--- src/rtl/lenet_layer_sched.sv ---
// -----------------------------------------------------------------------------
// lenet_layer_sched
//
// Frame-level sequencer for the LeNet layer pipeline. One start request walks
// the layer blocks (conv_1, pool_1, conv_2, pool_2, fc) in index order:
// a common reset phase, then for each layer an enable window that lasts until
// that layer reports finish, separated by idle gaps so every layer sees a
// fresh rising edge on its enable. A per-layer watchdog traps hung layers in
// an error state that only abort clears. Every output comes straight from a
// register.
//
// Ports
//   clk           single clock, all logic on posedge
//   rst_n         asynchronous active-low reset
//   start         one-cycle request to process one frame (IDLE only)
//   abort         one-cycle cancel of the frame / clear of an error
//   layer_finish  per-layer sticky finish levels
//   layer_en      per-layer enable, at most one bit high
//   layer_rst     synchronous reset to the layer blocks, all bits identical
//   busy          high whenever not IDLE
//   done          one-cycle pulse when the frame completes
//   error         high while in ERR
//   cur_layer     index of the active or next layer
//   frame_cycles  cycle count of the last completed frame
// -----------------------------------------------------------------------------
module lenet_layer_sched #(
    parameter int NUM_LAYERS = 5,
    parameter int CLR_CYCLES = 2,
    parameter int GAP_CYCLES = 4,
    parameter int TIMEOUT    = 1000000
) (
    input  logic                  clk,
    input  logic                  rst_n,
    input  logic                  start,
    input  logic                  abort,
    input  logic [NUM_LAYERS-1:0] layer_finish,
    output logic [NUM_LAYERS-1:0] layer_en,
    output logic [NUM_LAYERS-1:0] layer_rst,
    output logic                  busy,
    output logic                  done,
    output logic                  error,
    output logic [2:0]            cur_layer,
    output logic [31:0]           frame_cycles
);

    localparam logic [31:0]           CLR_LAST   = 32'(CLR_CYCLES - 1);
    localparam logic [31:0]           GAP_LAST   = 32'(GAP_CYCLES - 1);
    localparam logic [31:0]           WD_LAST    = 32'(TIMEOUT - 1);
    localparam logic [2:0]            LAST_LAYER = 3'(NUM_LAYERS - 1);
    localparam logic [NUM_LAYERS-1:0] EN_ONE     = NUM_LAYERS'(1);

    typedef enum logic [2:0] {
        S_IDLE,
        S_CLEAR,
        S_RUN,
        S_GAP,
        S_DONE,
        S_ERR
    } state_t;

    state_t state_reg, state_next;

    logic [31:0] phase_reg, phase_next;   // shared CLEAR / GAP cycle counter
    logic [31:0] wd_reg, wd_next;         // per-layer RUN watchdog
    logic [31:0] fc_reg, fc_next;         // running frame cycle counter
    logic [31:0] fc_inc;
    logic [31:0] frame_next;
    logic [2:0]  cur_next;
    logic        abort_taken;

    logic [NUM_LAYERS-1:0] layer_en_next;
    logic [NUM_LAYERS-1:0] layer_rst_next;
    logic                  busy_next;
    logic                  done_next;
    logic                  error_next;

    // Saturating increment so a pathological frame cannot wrap to a small value.
    assign fc_inc = (fc_reg == 32'hFFFF_FFFF) ? fc_reg : fc_reg + 32'd1;

    // -------------------------------------------------------------------------
    // State register (state, counters and all registered outputs)
    // -------------------------------------------------------------------------
    always_ff @(posedge clk or negedge rst_n) begin
        if (!rst_n) begin
            state_reg    <= S_IDLE;
            phase_reg    <= '0;
            wd_reg       <= '0;
            fc_reg       <= '0;
            cur_layer    <= '0;
            frame_cycles <= '0;
            layer_en     <= '0;
            layer_rst    <= '1;
            busy         <= 1'b0;
            done         <= 1'b0;
            error        <= 1'b0;
        end else begin
            state_reg    <= state_next;
            phase_reg    <= phase_next;
            wd_reg       <= wd_next;
            fc_reg       <= fc_next;
            cur_layer    <= cur_next;
            frame_cycles <= frame_next;
            layer_en     <= layer_en_next;
            layer_rst    <= layer_rst_next;
            busy         <= busy_next;
            done         <= done_next;
            error        <= error_next;
        end
    end

    // -------------------------------------------------------------------------
    // Next-state logic
    // -------------------------------------------------------------------------
    always_comb begin
        state_next  = state_reg;
        phase_next  = phase_reg;
        wd_next     = wd_reg;
        fc_next     = fc_reg;
        cur_next    = cur_layer;
        frame_next  = frame_cycles;
        abort_taken = 1'b0;

        if (state_reg == S_IDLE) begin
            // abort wins over a simultaneous start
            if (start && !abort) begin
                state_next = S_CLEAR;
                phase_next = '0;
                cur_next   = '0;
                fc_next    = '0;
            end
        end else if (abort) begin
            state_next  = S_IDLE;
            abort_taken = 1'b1;
        end else begin
            case (state_reg)
                S_CLEAR: begin
                    fc_next = fc_inc;
                    if (phase_reg == CLR_LAST) begin
                        state_next = S_RUN;
                        wd_next    = '0;
                    end else begin
                        phase_next = phase_reg + 32'd1;
                    end
                end
                S_RUN: begin
                    fc_next = fc_inc;
                    // Finish is checked before the watchdog so a finish on the
                    // last allowed cycle still advances.
                    if (layer_finish[cur_layer]) begin
                        if (cur_layer == LAST_LAYER) begin
                            state_next = S_DONE;
                            frame_next = fc_inc;
                        end else begin
                            state_next = S_GAP;
                            phase_next = '0;
                            cur_next   = cur_layer + 3'd1;
                        end
                    end else if (wd_reg == WD_LAST) begin
                        state_next = S_ERR;
                    end else begin
                        wd_next = wd_reg + 32'd1;
                    end
                end
                S_GAP: begin
                    fc_next = fc_inc;
                    if (phase_reg == GAP_LAST) begin
                        state_next = S_RUN;
                        wd_next    = '0;
                    end else begin
                        phase_next = phase_reg + 32'd1;
                    end
                end
                S_DONE:  state_next = S_IDLE;
                S_ERR:   state_next = S_ERR;
                default: state_next = S_IDLE;
            endcase
        end
    end

    // -------------------------------------------------------------------------
    // Output logic: computed from the next state so outputs stay registered
    // -------------------------------------------------------------------------
    always_comb begin
        layer_en_next  = '0;
        layer_rst_next = '0;
        busy_next      = (state_next != S_IDLE);
        done_next      = (state_next == S_DONE);
        error_next     = (state_next == S_ERR);

        if (state_next == S_RUN) begin
            layer_en_next = EN_ONE << cur_next;
        end
        // Layers are held in reset through CLEAR and pulsed once on abort.
        if (state_next == S_CLEAR || abort_taken) begin
            layer_rst_next = '1;
        end
    end

endmodule

--- config.mk ---
export PLATFORM = sky130hd
export DESIGN_NAME = lenet_layer_sched
export DESIGN_NICKNAME = d
export VERILOG_FILES = /design/src/rtl/lenet_layer_sched.sv
export SDC_FILE = /design/constraint.sdc
export NUM_CORES = 1
export LEC_CHECK = 0
export CAP_MARGIN = 20
export CORE_MARGIN = 3
export CORE_UTILIZATION = 35
export DETAILED_ROUTE_END_ITERATION = 8
export GPL_ROUTABILITY_DRIVEN = 0
export PLACE_DENSITY = 0.52
export SETUP_SLACK_MARGIN = 0.2
export SYNTH_ARGS = -nofsm -noshare
export SYNTH_HDL_FRONTEND = slang
export SYNTH_SLANG_ARGS = --single-unit
--- constraint.sdc ---
create_clock -name clk -period 2.8 [get_ports clk]
set_clock_uncertainty 0.1 [all_clocks]
set_input_delay 0.56 -clock clk [delete_from_list [all_inputs] [get_ports clk]]
set_output_delay 0.56 -clock clk [all_outputs]
set_load 0.02 [all_outputs]
# [Yosys cells after proc, flatten, opt, wreduce, memory -nomap -nowiden]
# Cells that the tools add are included.
[totals] in_bits=9 elab_cells=93 output_inout_bits=48 ff_bits=147
[classes] n_lt_le_gt_ge=1 n_addsub=4 n_reduce_logical=13 muxes=38 eq_ne=23 bitwise=2 shift=1
[op_table] cell="32-bit 2-to-1 mux" n=15
[op_table] cell="32-bit one-hot mux with 3 select lines" n=2
[op_table] cell="32-bit by 1-bit adder with 32-bit output (second input constant)" n=3
[op_table] cell="3-bit 2-to-1 mux" n=14
[op_table] cell="32-bit by 1-bit equality test with 1-bit output (second input constant)" n=1
[op_table] cell="32-bit by 2-bit equality test with 1-bit output (second input constant)" n=1
[op_table] cell="32-bit by 20-bit equality test with 1-bit output (second input constant)" n=1
[op_table] cell="32-bit equality test (second input constant)" n=1
[op_table] cell="7-bit AND reduction" n=2
[op_table] cell="3-bit equality test (second input constant)" n=4
[op_table] cell="3-bit != test (second input constant)" n=4
[op_table] cell="3-bit one-hot mux with 4 select lines" n=1
[op_table] cell="5-bit 2-to-1 mux" n=2
[op_table] cell="3-bit by 2-bit equality test with 1-bit output (second input constant)" n=3
[op_table] cell="2-bit != test (second input constant)" n=4
[op_table] cell="3-bit by 1-bit equality test with 1-bit output (second input constant)" n=2
[op_table] cell="3-bit nonzero test" n=2
[op_table] cell="5-bit AND reduction" n=1
[op_table] cell="1-bit by 3-bit left shift with 5-bit output (first input constant)" n=1
[op_table] cell="3-bit by 4-bit < comparator with 1-bit output (second input constant)" n=1
[op_table] cell="2-bit by 1-bit != test with 1-bit output (second input constant)" n=2
[op_table] cell="4-bit nonzero test" n=1
[op_table] cell="3-bit by 1-bit adder with 3-bit output (second input constant)" n=1
[op_table] cell="1-bit binary-select mux with 3-bit select" n=1
[op_table] cell="9 further kinds" n=12

# [Longest topological paths before layout]
[depth] word_depth=9 depth_mapped=11 ltp_nobuf=9

# [Worst setup path after synthesis]
# OpenSTA, ideal clock, no wires.
[synth_path] kind="register to register" from="register cur_layer[0]" to="register wd_reg[27]" path_slack_ns=-0.254 t_required_ns=2.622 setup_time_ns=0.078 synth_period_minus_slack_ns=3.054 path_stages_with_launch=9 n_path_buf=1 arrival_time_ns=2.876 cell_sequence="dfrtp_1 mux4_2 mux2_2 o21bai_1 a32oi_2 nand2_1 buf_2 or4_1 a21oi_1"
[synth_between] elab_chain_cells=4
[synth_rtl] element="start, declared" line="42" source="output logic [2:0] cur_layer,"
[synth_rtl] element="start signal, assigned" line="101" source="cur_layer <= cur_next;"
[synth_rtl] element="1-bit binary-select mux with 3-bit select" line="149" source="if (layer_finish[cur_layer]) begin"
[synth_rtl] element="1-bit 2-to-1 mux (not written as such)" line="149"
[synth_rtl] element="2-bit != test (no source line)"
[synth_rtl] element="7-bit AND reduction (no source line)"
[synth_rtl] element="end signal, assigned" line="99" source="wd_reg <= wd_next;"
[synth_rtl] element="end, declared" line="64" source="logic [31:0] wd_reg, wd_next;"
# Every way passes these cells. The select of a mux whose other input is x is not followed.
# A chain may end at the register's enable or synchronous reset.

# [Worst setup path in the final report]
[layout_path] from="register phase_reg[5]" to="register wd_reg[26]"
[layout_between] elab_chain_cells=3 elab_cells_between_ends=5 classes_between="eq/ne: 4; reduce/logical: 1"
[layout_rtl] element="start, declared" line="63" source="logic [31:0] phase_reg, phase_next;"
[layout_rtl] element="start signal, assigned" line="98" source="phase_reg <= phase_next;"
[layout_rtl] element="32-bit by 2-bit equality test with 1-bit output / 32-bit by 1-bit equality test with 1-bit output (equally long branches)" line="166, 138"
[layout_rtl] element="2-bit != test (no source line)"
[layout_rtl] element="7-bit AND reduction (no source line) *"
# Mark *: on every way between the ends. The rest lies on a longest branch, timed or not.

==> metrics.md <==
| Metric | Value |
|---|---|
| Routed wire per std cell | `between 15 and 20 um` |
| Clock period minus worst slack | `around 3000 ps` |
| Drt drc | `0` |
| Cell row count | `52` |
| Clock Power Share | `0.466` |
| Final Cycle Share | `1.07` |
| GRT Residual Overflow | `0` |
| Clk buf depth | `2` |
| CP Class | `reg -> reg` |
| Ys async rst share | `1.00` |
| Setup violations, final | `33` |
| Slew Limit Fails | `0` |
| Ys flop type | `dfrtp_1` |
| Slowest cell delay on critical path | `around 550 ps` |
| Hold Fails Final Rpt | `0` |
| Initial core utilization | `0.364` |
| CTS Hold Buffers Added | `0` |
| Largest net degree at the start of global routing | `between 60 and 70` |
| TritonCTS clock tree | `built` |
| Syn_area_per_cell | `9.20 um2` |
| Actual slew at the worst max-slew pin | `around 600 ps` |
| CTS Sinks | `143` |
| Die width | `152 um` |
| Height of the die | `approximately 150 um` |
| Setup ws final | `-192 ps` |
| CP required | `roughly 3000 ps` |
| First-pass GRT wire length | `around 32 mm` |
| N_diodes | `0` |
| Crit Path Max Fanout | `7` |
| Pwr/cell area | `roughly 510 nW/um2` |
| Net Sw Frac | `0.265` |
| Initial antenna violation count | `0` |
| Maximum Capacitance Violations | `0` |
| CP dominant cell by count | `or4_4` |
| Comb pwr share | `0.110` |
| Filler Cell Count | `1877` |
| WP data arrival | `between 3000 and 4000 ps` |
| Via density | `5.43` |
| Gate Count Post-Synth | `a little over 800` |
| Int Pwr | `between 3 and 4 mW` |
| Final net count | `roughly 970` |
| Final non-filler cell total | `between 1k and 1.5k` |
| Cells after DPL | `1177` |
| Vias in the first global route | `6465` |
| Total power | `about 5.2 mW` |
| Routed vias | `6696` |
| Detailed placement HPWL | `13.4 mm` |
| Number of synthesized flops with an enable pin | `0` |
| First drt pass iteration count | `5` |
| IO buf count | `56` |
| Psw | `about 1.4 mW` |
| Worst Hold Slack | `between 2 and 3 ps` |
| Layout cells sized above 1 | `0.231` |
| Critical Path Start Type | `flip-flop` |
| Gr usage total | `0.167` |
| RSZ-0062 raised after global routing | `true` |
| Tightest Hold Check Type | `in -> async` |
| Yosys warns | `0` |
| DRT Wirelength | `a little under 20 mm` |
| Violated checks | `negative setup slack` |
| Flop pwr share | `0.424` |
| Number of antenna-violating nets in the routed design | `0` |
| Reg clk slew, reported paths | `roughly 60 ps` |
| Status | `finished, violations left` |
| Setup WS pre-CTS | `-546 ps` |
| Post-Syn Area | `approximately 7500 um2` |
| Max transition margin | `0.605` |
| Sequential area share after synthesis | `0.477` |
| Syn_nets | `830` |
| Fmax | `334 MHz` |
| Peak VDD IR | `between 0.4 and 0.5 mV` |
| IO Pins | `57` |
| Area growth syn-to-layout | `34.4%` |
| Full die area | `about 23000 um2` |
| Clk Latency, worst-skew pair | `430 ps` |
| Worst setup EP type | `flip-flop` |
| CORE AREA | `a little over 20000 um2` |
| Critical path startpoint | `phase_reg[5]` |
| DRT iter0 DRCs | `430` |
| Post-synth cell types | `61` |
| CP max stage cell | `or4_4` |
| Yosys reg bits | `~140` |
| Clk root buf | `clkbuf_16` |
| CTS buffer count | `17` |
| Post-route setup TNS | `-4010 ps` |
| Reg-to-reg startpoint | `phase_reg[5]` |
| Leakage | `4.17 nW` |
| Htree depth | `4` |
| CP cell instances | `or4_4, or4b_1, o31a_1, o22ai_4, nand2_2, buf_6, or4_4, a21oi_2` |
-- power groups by stage --
stage	logic, mW	registers [mW]	clock network [mW]
2_1_floorplan	0.264	2.22	0
3_3_place_gp	0.495	2.23	0
3_5_place_dp	0.504	2.23	0
4_1_cts	0.532	2.19	2.47
5_1_grt	0.622	2.20	2.57
6_report	0.568	2.20	2.41
-- synth_stat cells, drive strengths merged (6+ instances only) --
| library cell | n | area (um2) |
|---|---|---|
| o21ai | 84 | 420 |
| nor3 | 12 | 60.1 |
| or3 | 13 | 81.3 |
| and2 | 10 | 62.6 |
| nand2b | 9 | 56.3 |
| a31oi | 9 | 56.3 |
| and4 | 13 | 114 |
| ha | 6 | 75.1 |
| a21oi | 38 | 190 |
| dfrtp | 142 | 3550 |
| and3 | 20 | 125 |
| xnor2 | 27 | 236 |
| nor4 | 13 | 87.6 |
| nor3b | 6 | 45.0 |
| o31ai | 28 | 210 |
| nand2 | 92 | 345 |
| inv | 17 | 63.8 |
| xor2 | 37 | 324 |
| or4 | 16 | 124 |
| nor2 | 63 | 236 |
| clkbuf | 35 | 131 |
| nand4 | 27 | 169 |
| nand3 | 45 | 238 |
| buf | 8 | 62.6 |
-- what timing repair did --
item,4_1_cts,5_1_grt
setup buffers,9,11
setup endpoints to repair,51,76
gates resized for setup,30,59
gates cloned,2,2
pin swaps,21,22
-- final timing paths --
path | endpoint | slack [ps] | cells after the start
setup / recovery | wd_reg[26] | -190 | 8
hold / removal | frame_cycles[26] | 3 | 1
setup reg to reg | wd_reg[26] | -190 | 8
hold reg to reg | frame_cycles[2] | 380 | 2
max in group asynchronous | layer_rst[3] | 1810 | 2
min in group clk | frame_cycles[2] | 380 | 2
-- layout make-up --
| type | count | area [um2] | area share |
|---|---|---|---|
| multi-input cells | 615 | 4080 | 0.404 |
| flip-flops and latches | 143 | 3580 | 0.355 |
| well taps | 270 | 338 | 0.0335 |
| clock buffers | 17 | 425 | 0.0422 |
| clock inverters | 15 | 199 | 0.0197 |
| repair buffers | 156 | 1400 | 0.138 |
| inverters | 17 | 63.8 | 0.00633 |
-- cells in the final DEF, fill, tap and decap left out, types with 9 or more instances in the layout --
cell / n
a21oi_1: 24
a21oi_2: 14
a31oi_1: 9
and2_1: 10
and3_1: 20
and4_1: 12
buf_4: 84
buf_6: 12
clkbuf_16: 17
clkdlybuf4s50_1: 55
dfrtp_1: 138
inv_1: 17
nand2_1: 89
nand3_1: 38
nand4_1: 27
nor2_1: 59
nor4_1: 11
o21ai_0: 78
o31ai_1: 24
or3_1: 10
or4_4: 14
xnor2_1: 26
xor2_1: 37
-- worst max-delay path: cells and delay by family (launching register included) --
kind | cells | cell delay (ps)
buffers and inverters | 1 | 150
DFF | 1 | 380
and+or+nand+nor | 4 | 1630
AOI/OAI and AO/OA | 3 | 650
-- layer usage --
layer | wire length, um | up-vias | track usage | share of wire
li1 | - | 3228 | - | -
met1 | 8950 | 3285 | 0.217 | 0.45
met4 | 309 | 0 | 0.0527 | 0.016
met2 | 9760 | 160 | 0.282 | 0.49
met3 | 816 | 23 | 0.0324 | 0.041
met5 | 0 | - | 0 | 0
-- cells by family (layout without fill, tap and decap cells) --
kind of cell               after synthesis  in the layout  synth area share
AOI/OAI and AO/OA                      183            183             0.145
xor gates and xnor gates                64             64            0.0747
adders and majority gates                6              6            0.0100
buffers and inverters                   60            205            0.0344
DFF                                    143            143             0.477
muxes                                    5              5           0.00851
and+or+nand+nor                        354            357             0.250
-- metrics by stage --
stage,utilization,area (um2)
2_1_floorplan,-,7570
3_3_place_gp,0.432,8900
3_5_place_dp,0.432,8900
4_1_cts,0.472,9730
5_1_grt,0.489,10100
6_report,0.489,10100
No activity file was read; power rests on OpenSTA's default activity.
